**src/rtl/cdc_handshake_controller.sv**
```systemverilog
// Destination-side controller for a four-phase req/ack clock-domain crossing.
// The request level is synchronized; the data bus is sampled once it is known to be stable.
module cdc_handshake_controller #(
   parameter int STAGE_COUNT = 2,
   parameter int BUS_WIDTH   = 8
) (
   input  logic                 clk,
   input  logic                 reset,
   input  logic                 asynchronous_req,
   input  logic [BUS_WIDTH-1:0] asynchronous_data,
   input  logic                 data_ready,
   output logic                 synchronous_ack,
   output logic [BUS_WIDTH-1:0] synchronous_data,
   output logic                 data_valid,
   output logic                 busy
);

   typedef enum logic [1:0] {
      IDLE = 2'd0,
      HOLD = 2'd1,
      ACK  = 2'd2
   } state_t;

   state_t                 state;
   logic [STAGE_COUNT-1:0] sync_chain;
   logic                   req_s;

   // NOTE: non-blocking assignments make the chain advance exactly one stage per edge.
   always_ff @(posedge clk or posedge reset) begin
      if (reset) begin
         sync_chain <= '0;
      end else begin
         sync_chain <= {sync_chain[STAGE_COUNT-2:0], asynchronous_req};
      end
   end

   assign req_s = sync_chain[STAGE_COUNT-1];

   // NOTE: asynchronous_data is not synchronized; the source holds it stable from req
   // rise until ack rise, so sampling it once req_s is seen high is safe.
   always_ff @(posedge clk or posedge reset) begin
      if (reset) begin
         state            <= IDLE;
         synchronous_ack  <= 1'b0;
         synchronous_data <= '0;
         data_valid       <= 1'b0;
         busy             <= 1'b0;
      end else begin
         case (state)
            IDLE: begin
               if (req_s) begin
                  synchronous_data <= asynchronous_data;
                  data_valid       <= 1'b1;
                  busy             <= 1'b1;
                  state            <= HOLD;
               end
            end
            // A request dropped early is ignored here; the transfer still completes.
            HOLD: begin
               if (data_ready) begin
                  data_valid      <= 1'b0;
                  synchronous_ack <= 1'b1;
                  state           <= ACK;
               end
            end
            ACK: begin
               if (!req_s) begin
                  synchronous_ack <= 1'b0;
                  busy            <= 1'b0;
                  state           <= IDLE;
               end
            end
            default: begin
               synchronous_ack <= 1'b0;
               data_valid      <= 1'b0;
               busy            <= 1'b0;
               state           <= IDLE;
            end
         endcase
      end
   end

endmodule
```
**config.mk**
```make
export PLATFORM = sky130hd
export DESIGN_NAME = cdc_handshake_controller
export DESIGN_NICKNAME = d
export VERILOG_FILES = /design/src/rtl/cdc_handshake_controller.sv
export SDC_FILE = /design/constraint.sdc
export NUM_CORES = 1
export LEC_CHECK = 0
export BUFFER_PORTS_ARGS = -buffer_cell sky130_fd_sc_hd__buf_2
export CAP_MARGIN = 30
export CORE_MARGIN = 4
export CORE_UTILIZATION = 35
export DETAILED_ROUTE_END_ITERATION = 7
export PLACE_DENSITY_LB_ADDON = 0.12
export SYNTH_ARGS = -nofsm -noshare
export SYNTH_HDL_FRONTEND = slang
export SYNTH_SLANG_ARGS = --single-unit
```
**constraint.sdc**
```tcl
create_clock -name clk -period 2.3 [get_ports clk]
set_input_delay 0.46 -clock clk [delete_from_list [all_inputs] [get_ports clk]]
set_output_delay 0.46 -clock clk [all_outputs]
set_load 0.02 [all_outputs]
```
# ---- Word level (Yosys, flattened, before mapping)
# Cells that the tools add are included.
dict set report word_totals {
  register_bits 15
  out_inout_bits 11
  word_cells 31
}
dict set report op_classes {
  eq_ne 5
  n_mux 11
  bitwise_logic 3
  reduce_logical 6
}
# op n
set op_table {}
lappend op_table {{AND reduction 3 bit} 4}
lappend op_table {{case mux 1 bit (3 select lines)} 3}
lappend op_table {{2-to-1 mux 2 bit} 3}
lappend op_table {{inequality test 2 bit, second input constant} 3}
lappend op_table {{case mux 2 bit (3 select lines)} 1}
lappend op_table {{2-to-1 mux 1 bit} 4}
lappend op_table {{inverter 1 bit} 3}
lappend op_table {{== test 2 x 1 -> 1 bit, second input constant} 1}
lappend op_table {{== test 2 bit, second input constant} 1}
lappend op_table {{zero test 2 bit} 1}
lappend op_table {{AND reduction 2 bit} 1}

# ---- Longest topological paths before layout
# Gate-level depths: netlist of the first run.
dict set report depth {
  depth_word 3
  mapped_depth 4
}

# ---- Least setup slack after synthesis of the first run
# OpenSTA, ideal clock, no wires.
dict set report synth_timing {
  path_kind {register -> register}
  from {register state[0]}
  to {register synchronous_data[0]}
  arrival_ns 1.179
  required_time_ns 2.175
  path_slack_ns 0.996
  path_stages_with_launch 5
  n_path_buf 1
  period_less_slack_ns 1.304
  cell_sequence {dfrtp_1 > nor2b_4 > nor2b_4 > buf_6 > mux2_4}
}
dict set report synth_via {
  elab_chain_cells 2
}
# item line
set synth_rtl {}
lappend synth_rtl {{start, declared} 24} ;# state_t state;
lappend synth_rtl {{start signal, assigned} 43} ;# state <= IDLE;
lappend synth_rtl {{start signal, assigned} 55} ;# state <= HOLD;
lappend synth_rtl {{start signal, assigned} 63} ;# state <= ACK;
lappend synth_rtl {{zero test 2 bit} 49} ;# case (state)
lappend synth_rtl {{AND reduction 2 bit (no line)} --}
lappend synth_rtl {{end signal, assigned} 52} ;# synchronous_data <= asynchronous_data;
lappend synth_rtl {{end, declared} 13} ;# output logic [BUS_WIDTH-1:0] synchronous_data,
# Every way passes these cells.
# A chain may end at the register's enable or synchronous reset.

# ---- Worst setup path in the final report of the first run
dict set report layout_timing {
  from {register state[0]}
  to {register synchronous_data[2]}
}
# The elaborated chain is that of the path after synthesis.

==> impl_metrics.toml, run 1 <==
[logic_synthesis]
synth_nets = 54
netlist_area_um2 = 604.3
yosysTopAreaCellShare = 0.6211
yosys-top-cells-area = "dfrtp_1 62%, mux2_4 20%, nor2b_4 4.6%"
postSynthAreaPerCell_um2 = 14.39
synth_cell_types = 10
ys_seq_area_frac = 0.6211
synth_top_cell_by_area = "dfrtp_1"
ys_warn_count = 0
postSynthCellCount = 42
ys_ff_latch = 15

[route]
dr.pass1.iters = 1
drtIter0Drc = 0
wl_per_cell_um = 12.57
wirelength_mm = 1.043
vias = 383
drc = 0
ant_nets = 0
avgViaCountPerCell = 4.614

[grt]
grt_overflow = 0
track_usage = 0.09033
grt_pass1_wl_mm = 1.683
grt_pass1_vias = 351
grt_max_degree = 16
antenna_found_initial = 0

[sta]
final_hold_viol_count = 0
slew_viol_final = 0
clock.fmax_ghz = 0.6781
relSlewSlack = 0.6352
tightestPinTransition_ns = 0.5465
post-route-period-util = 0.6412
worst_slack_ns = 0.8252
rsz0062_at_grt = "false"
holdWs_ns = 0.2208
finClkSkew_ns = 0.0007054
setup_viol = 0
min_period_ns = 1.475
setup_tns_ns = 0

[clock_network]
clk_path_buf_depth = 2
cts_tree = "built"
cts_htree_levels = 1
clock_latency_ns = 0.27
cts_setup_buffers = 0
clock-sinks = 15
hold_buffers = 0
clkTransAtPathRegs_ns = 0.08
cts_root_buffer = "clkbuf_4"
cts_resized = 0
cts_buffers = 3

[hold_path]
min_path_type = "input port to asynchronous set/reset pin"

[floorplan]
rows = 14
initial_core_util = 0.3833
coreArea_um2 = 1577
die_area_um2 = 2456
pin_count = 23
die_w_um = 49.56
die_h_um = 49.56

[worst_setup_path]
end_kind = "flip-flop"
reg2regPathDepth = 3
cp_max_fo = 8
crit_required_ns = 2.46
crit_type = "flip-flop to flip-flop"
arrival_ns = 1.63
cp-start-kind = "flip-flop"

[power]
peakVddDrop_mv = 0.5286
p_leak_nw = 0.3855
power.density_nw_per_um2 = 1429

[layout]
drive_gt1_frac = 0.5224
n_antenna_cell = 0
fin_util = 0.4754
synthToLayoutAreaGrowth_pct = 24.02
fillers = 143
final_area_um2 = 749.5
final_nets = 80

[placement]
placement.io_buffers = 22
place_area_um2 = 723.2
hpwl_um = 778.5
gp_routability_congestion = 0.8100
pre_cts_ws_ns = 0.8427

[flow_run]
drv_cap = 0

[status]
status = "complete, no violations"
worst paths after layout:
check | slack (ns) | from | to
setup / recovery | 0.83 | state[0] | synchronous_data[2]
hold reg to reg | 0.35 | sync_chain[0] | sync_chain[1]
min in group clk | 0.29 | asynchronous_req | sync_chain[0]
max in group asynchronous | 1.72 | reset | synchronous_data[5]
setup reg to reg | 0.83 | state[0] | synchronous_data[2]
hold / removal | 0.22 | reset | sync_chain[0]
metal layers:
metal / track usage / routed length, um / share of wire
met4: 0.02765 / 0 / 0
met5: 0 / 0 / 0
met2: 0.1366 / 471 / 0.45
met1: 0.1101 / 477 / 0.46
met3: 0.04819 / 94 / 0.090
synthesized netlist by cell type, drive strengths merged:
master / count
a21oi: 3
buf: 1
dfrtp: 15
inv: 3
mux2: 8
nand2: 4
nor2: 2
nor2b: 2
o21ai: 3
o22ai: 1
state kept, by name, summed over array words and instances, names as in the netlist:
register          count
data_valid            1
synchronous_ack       1
state                 2
busy                  1
sync_chain            2
synchronous_data      8
layout make-up:
type	count	area, um2	area share
Sequential cell	15	375.4	0.5008
Multi-Input combinational cell	23	206.4	0.2755
Timing Repair Buffer	22	110.1	0.1469
Clock buffer	4	26.28	0.03506
Tap cell	16	20.02	0.02671
Inverter	3	11.26	0.01503
cells by family after synthesis:
family          synth area share
mux                       0.1988
buf+inv                  0.03726
simple gates             0.08282
compound gates           0.06003
flops                     0.6211
power by group:
part,switching (mW),internal [mW]
clock,0.0717,0.0671
sequential,0.0873,0.378
combinational,0.241,0.227
total,0.400,0.671
metrics by stage:
stage               instances  power, mW
global route               83      1.138
CTS                        83      1.088
global placement           79     0.9380
detailed placement         79     0.9412
floorplan                  42     0.8089
finish                     83      1.071
critical path, stage by stage, from the launching register on:
cell	delay [ns]
dfrtp_1	0.45
nor2b_4	0.21
nor2b_4	0.37
mux2_4	0.33
cells in the final DEF, fill, tap and decap left out, types with 2 or more instances in the layout:
cell type / Yosys / routed
nor2_1: 2 / 2
nand2_1: 4 / 4
clkbuf_4: 0 / 3
dfrtp_1: 15 / 15
inv_1: 3 / 3
a21oi_1: 3 / 3
mux2_4: 8 / 8
o21ai_0: 3 / 3
nor2b_4: 2 / 2
buf_2: 0 / 22
Note: power is estimated with default switching activity, not from simulation.
==> inputs of run 2 (changes only) <==
==> constraint.sdc (replaced) <==
create_clock -name clk -period 1.3 [get_ports clk]
set_input_delay 0.26 -clock clk [delete_from_list [all_inputs] [get_ports clk]]
set_output_delay 0.26 -clock clk [all_outputs]
set_load 0.02 [all_outputs]
==> impl_metrics.toml, run 2 (synthesis gave the netlist of run 1 again) <==
[floorplan]
rows = 14
die_area_um2 = 2456
coreArea_um2 = 1577
pin_count = 23
die_w_um = 49.56
initial_core_util = 0.3833
die_h_um = 49.56

[layout]
top_regs = "synchronous_data: 8 flops, state: 2 flops, sync_chain: 2 flops"
n_antenna_cell = 0
largest_reg_flops = 8
fillers = 150
drive_gt1_frac = 0.5676
final_nets = 87
synthToLayoutAreaGrowth_pct = 35.40
multi_input_comb_area_um2 = 206.4
regMostFlops = "synchronous_data"
final_cell_mix = "22 x buf_2, 15 x dfrtp_1, 8 x mux2_4"
fin_cells = 90
ff_latch_area_um2 = 375.4
final_common_cell = "buf_2"

[power]
switchingPower_mw = 0.7478
total_power_mw = 2.038
internal_power_mw = 1.290
swShare = 0.3670
clock_power_share = 0.131
peakVddDrop_mv = 1.004
power.density_nw_per_um2 = 2490
p_leak_nw = 0.4262
combPwrFrac = 0.478
p_seq_frac = 0.391

[worst_setup_path]
critPathCapture = "synchronous_data[3]"
crit_cells = 4
arrival_ns = 1.42
crit_type = "flip-flop to flip-flop"
crit_family = "flip-flops"
reg2regPathDepth = 4
critPathSlowestCell = "dfrtp_1"
cp_max_fo = 8
rr_startpoint = "state[0]"
rrSetupSlack_ns = 0.06
startpoint = "state[0]"
timing.rr.end = "synchronous_data[3]"
cp_num_buf_inv = 1
max_stage_delay_ns = 0.42
crit_top_cell = "nor2b_4"
end_kind = "flip-flop"
cp-start-kind = "flip-flop"
cp_cell_sequence = "nor2b_4 > nor2b_4 > buf_12 > mux2_4"
crit_required_ns = 1.47

[status]
status = "complete, no violations"

[clock_network]
clkTransAtPathRegs_ns = 0.09
clock-sinks = 15
clk_path_buf_depth = 2
cts_buffers = 3
cts_root_buffer = "clkbuf_4"
cts_tree = "built"
cts_htree_levels = 1
clock_latency_ns = 0.28

[sta]
post-route-period-util = 0.9566
min_period_ns = 1.244
setup_viol = 0
rsz0062_at_grt = "false"
final_hold_viol_count = 0
relSlewSlack = 0.8727
slew_viol_final = 0
finClkSkew_ns = 0.005817
clock.fmax_ghz = 0.8041
tightestPinTransition_ns = 0.1909
worst_slack_ns = 0.05641
holdWs_ns = 0.07231

[grt]
grt_max_degree = 16
antenna_found_initial = 0
track_usage = 0.09675
grt_pass1_wl_mm = 1.773
grt_overflow = 0
grt_pass1_vias = 406

[route]
wl_per_cell_um = 11.58
avgViaCountPerCell = 4.544
top_layer_used = "met4"
met2_length_um = 491
wl_met1_um = 445
dr.pass1.iters = 1
drc = 0
wirelength_mm = 1.042
ant_nets = 0
wl_met3_um = 76
drtIter0Drc = 0
vias = 409

[placement]
hpwl_um = 790.1
gp_routability_congestion = 0.7482
placement.io_buffers = 22
pre_cts_ws_ns = -0.002223
dpl.cell_count = 83

[hold_path]
min_path_type = "input port to flip-flop"

[flow_run]
drv_cap = 0
[run 2: cell count changes in the layout (fill, tap and decap cells not counted)]
cell and delta:
clkinv_2 +1, buf_4 +5, dlygate4sd3_1 +1, clkbuf_1 -1
buf_12 +1
[run 2: worst min-delay path by stage]
stage                startpoint                  end  slack (ns)  cells past startpoint
2_1_floorplan             reset                 busy        0.16                      1
3_3_place_gp              reset        sync_chain[0]        0.27                      3
3_5_place_dp              reset  synchronous_data[4]        0.27                      3
4_1_cts        asynchronous_req        sync_chain[0]        0.06                      1
5_1_grt        asynchronous_req        sync_chain[0]        0.06                      1
6_report       asynchronous_req        sync_chain[0]        0.07                      1
[run 2: layout make-up]
type | instances | area share
Clock buffer | 3 | 0.02752
Sequential cell | 15 | 0.4587
Clock inverter | 1 | 0.006116
Timing Repair Buffer | 29 | 0.2171
Multi-Input combinational cell | 23 | 0.2523
Tap cell | 16 | 0.02446
Inverter | 3 | 0.01376
[run 2: metrics by stage]
stage,TNS [ns],util,instance area (um2)
2_1_floorplan,-0.02999,-,604.3
3_3_place_gp,0,0.4778,753.2
3_5_place_dp,-0.007430,0.4778,753.2
4_1_cts,0,0.5143,810.8
5_1_grt,0,0.5190,818.3
6_report,0,0.5190,818.3
[run 2: metal layers]
layer / up-vias / global-route usage
met5: - / 0
met4: 0 / 0.06912
met3: 3 / 0.02711
met2: 17 / 0.1476
met1: 187 / 0.1160
li1: 202 / -
[run 2: power by group through the flow]
| stage | Clock (mW) | Combinational (mW) | Sequential, mW |
|---|---|---|---|
| after detailed placement | 0 | 0.916 | 0.806 |
| after global placement | 0 | 0.907 | 0.807 |
| after floorplan | 0 | 0.408 | 1.02 |
| after global routing | 0.297 | 1.04 | 0.825 |
| after CTS | 0.277 | 0.967 | 0.800 |
| final | 0.267 | 0.974 | 0.797 |
[run 2: worst reg2reg max path, cell delays in order (launching register included)]
cell,delay (ns)
dfrtp_1,0.42
nor2b_4,0.12
nor2b_4,0.16
buf_12,0.14
mux2_4,0.30
[run 2: what timing repair did]
| item | 4_1_cts | 5_1_grt |
|---|---|---|
| buffers inserted | 1 | 1 |
| hold buffers | 1 | 0 |
| setup endpoints to repair | 8 | 2 |
| gates resized for setup | 0 | 0 |
| hold endpoints to repair | 15 | 0 |
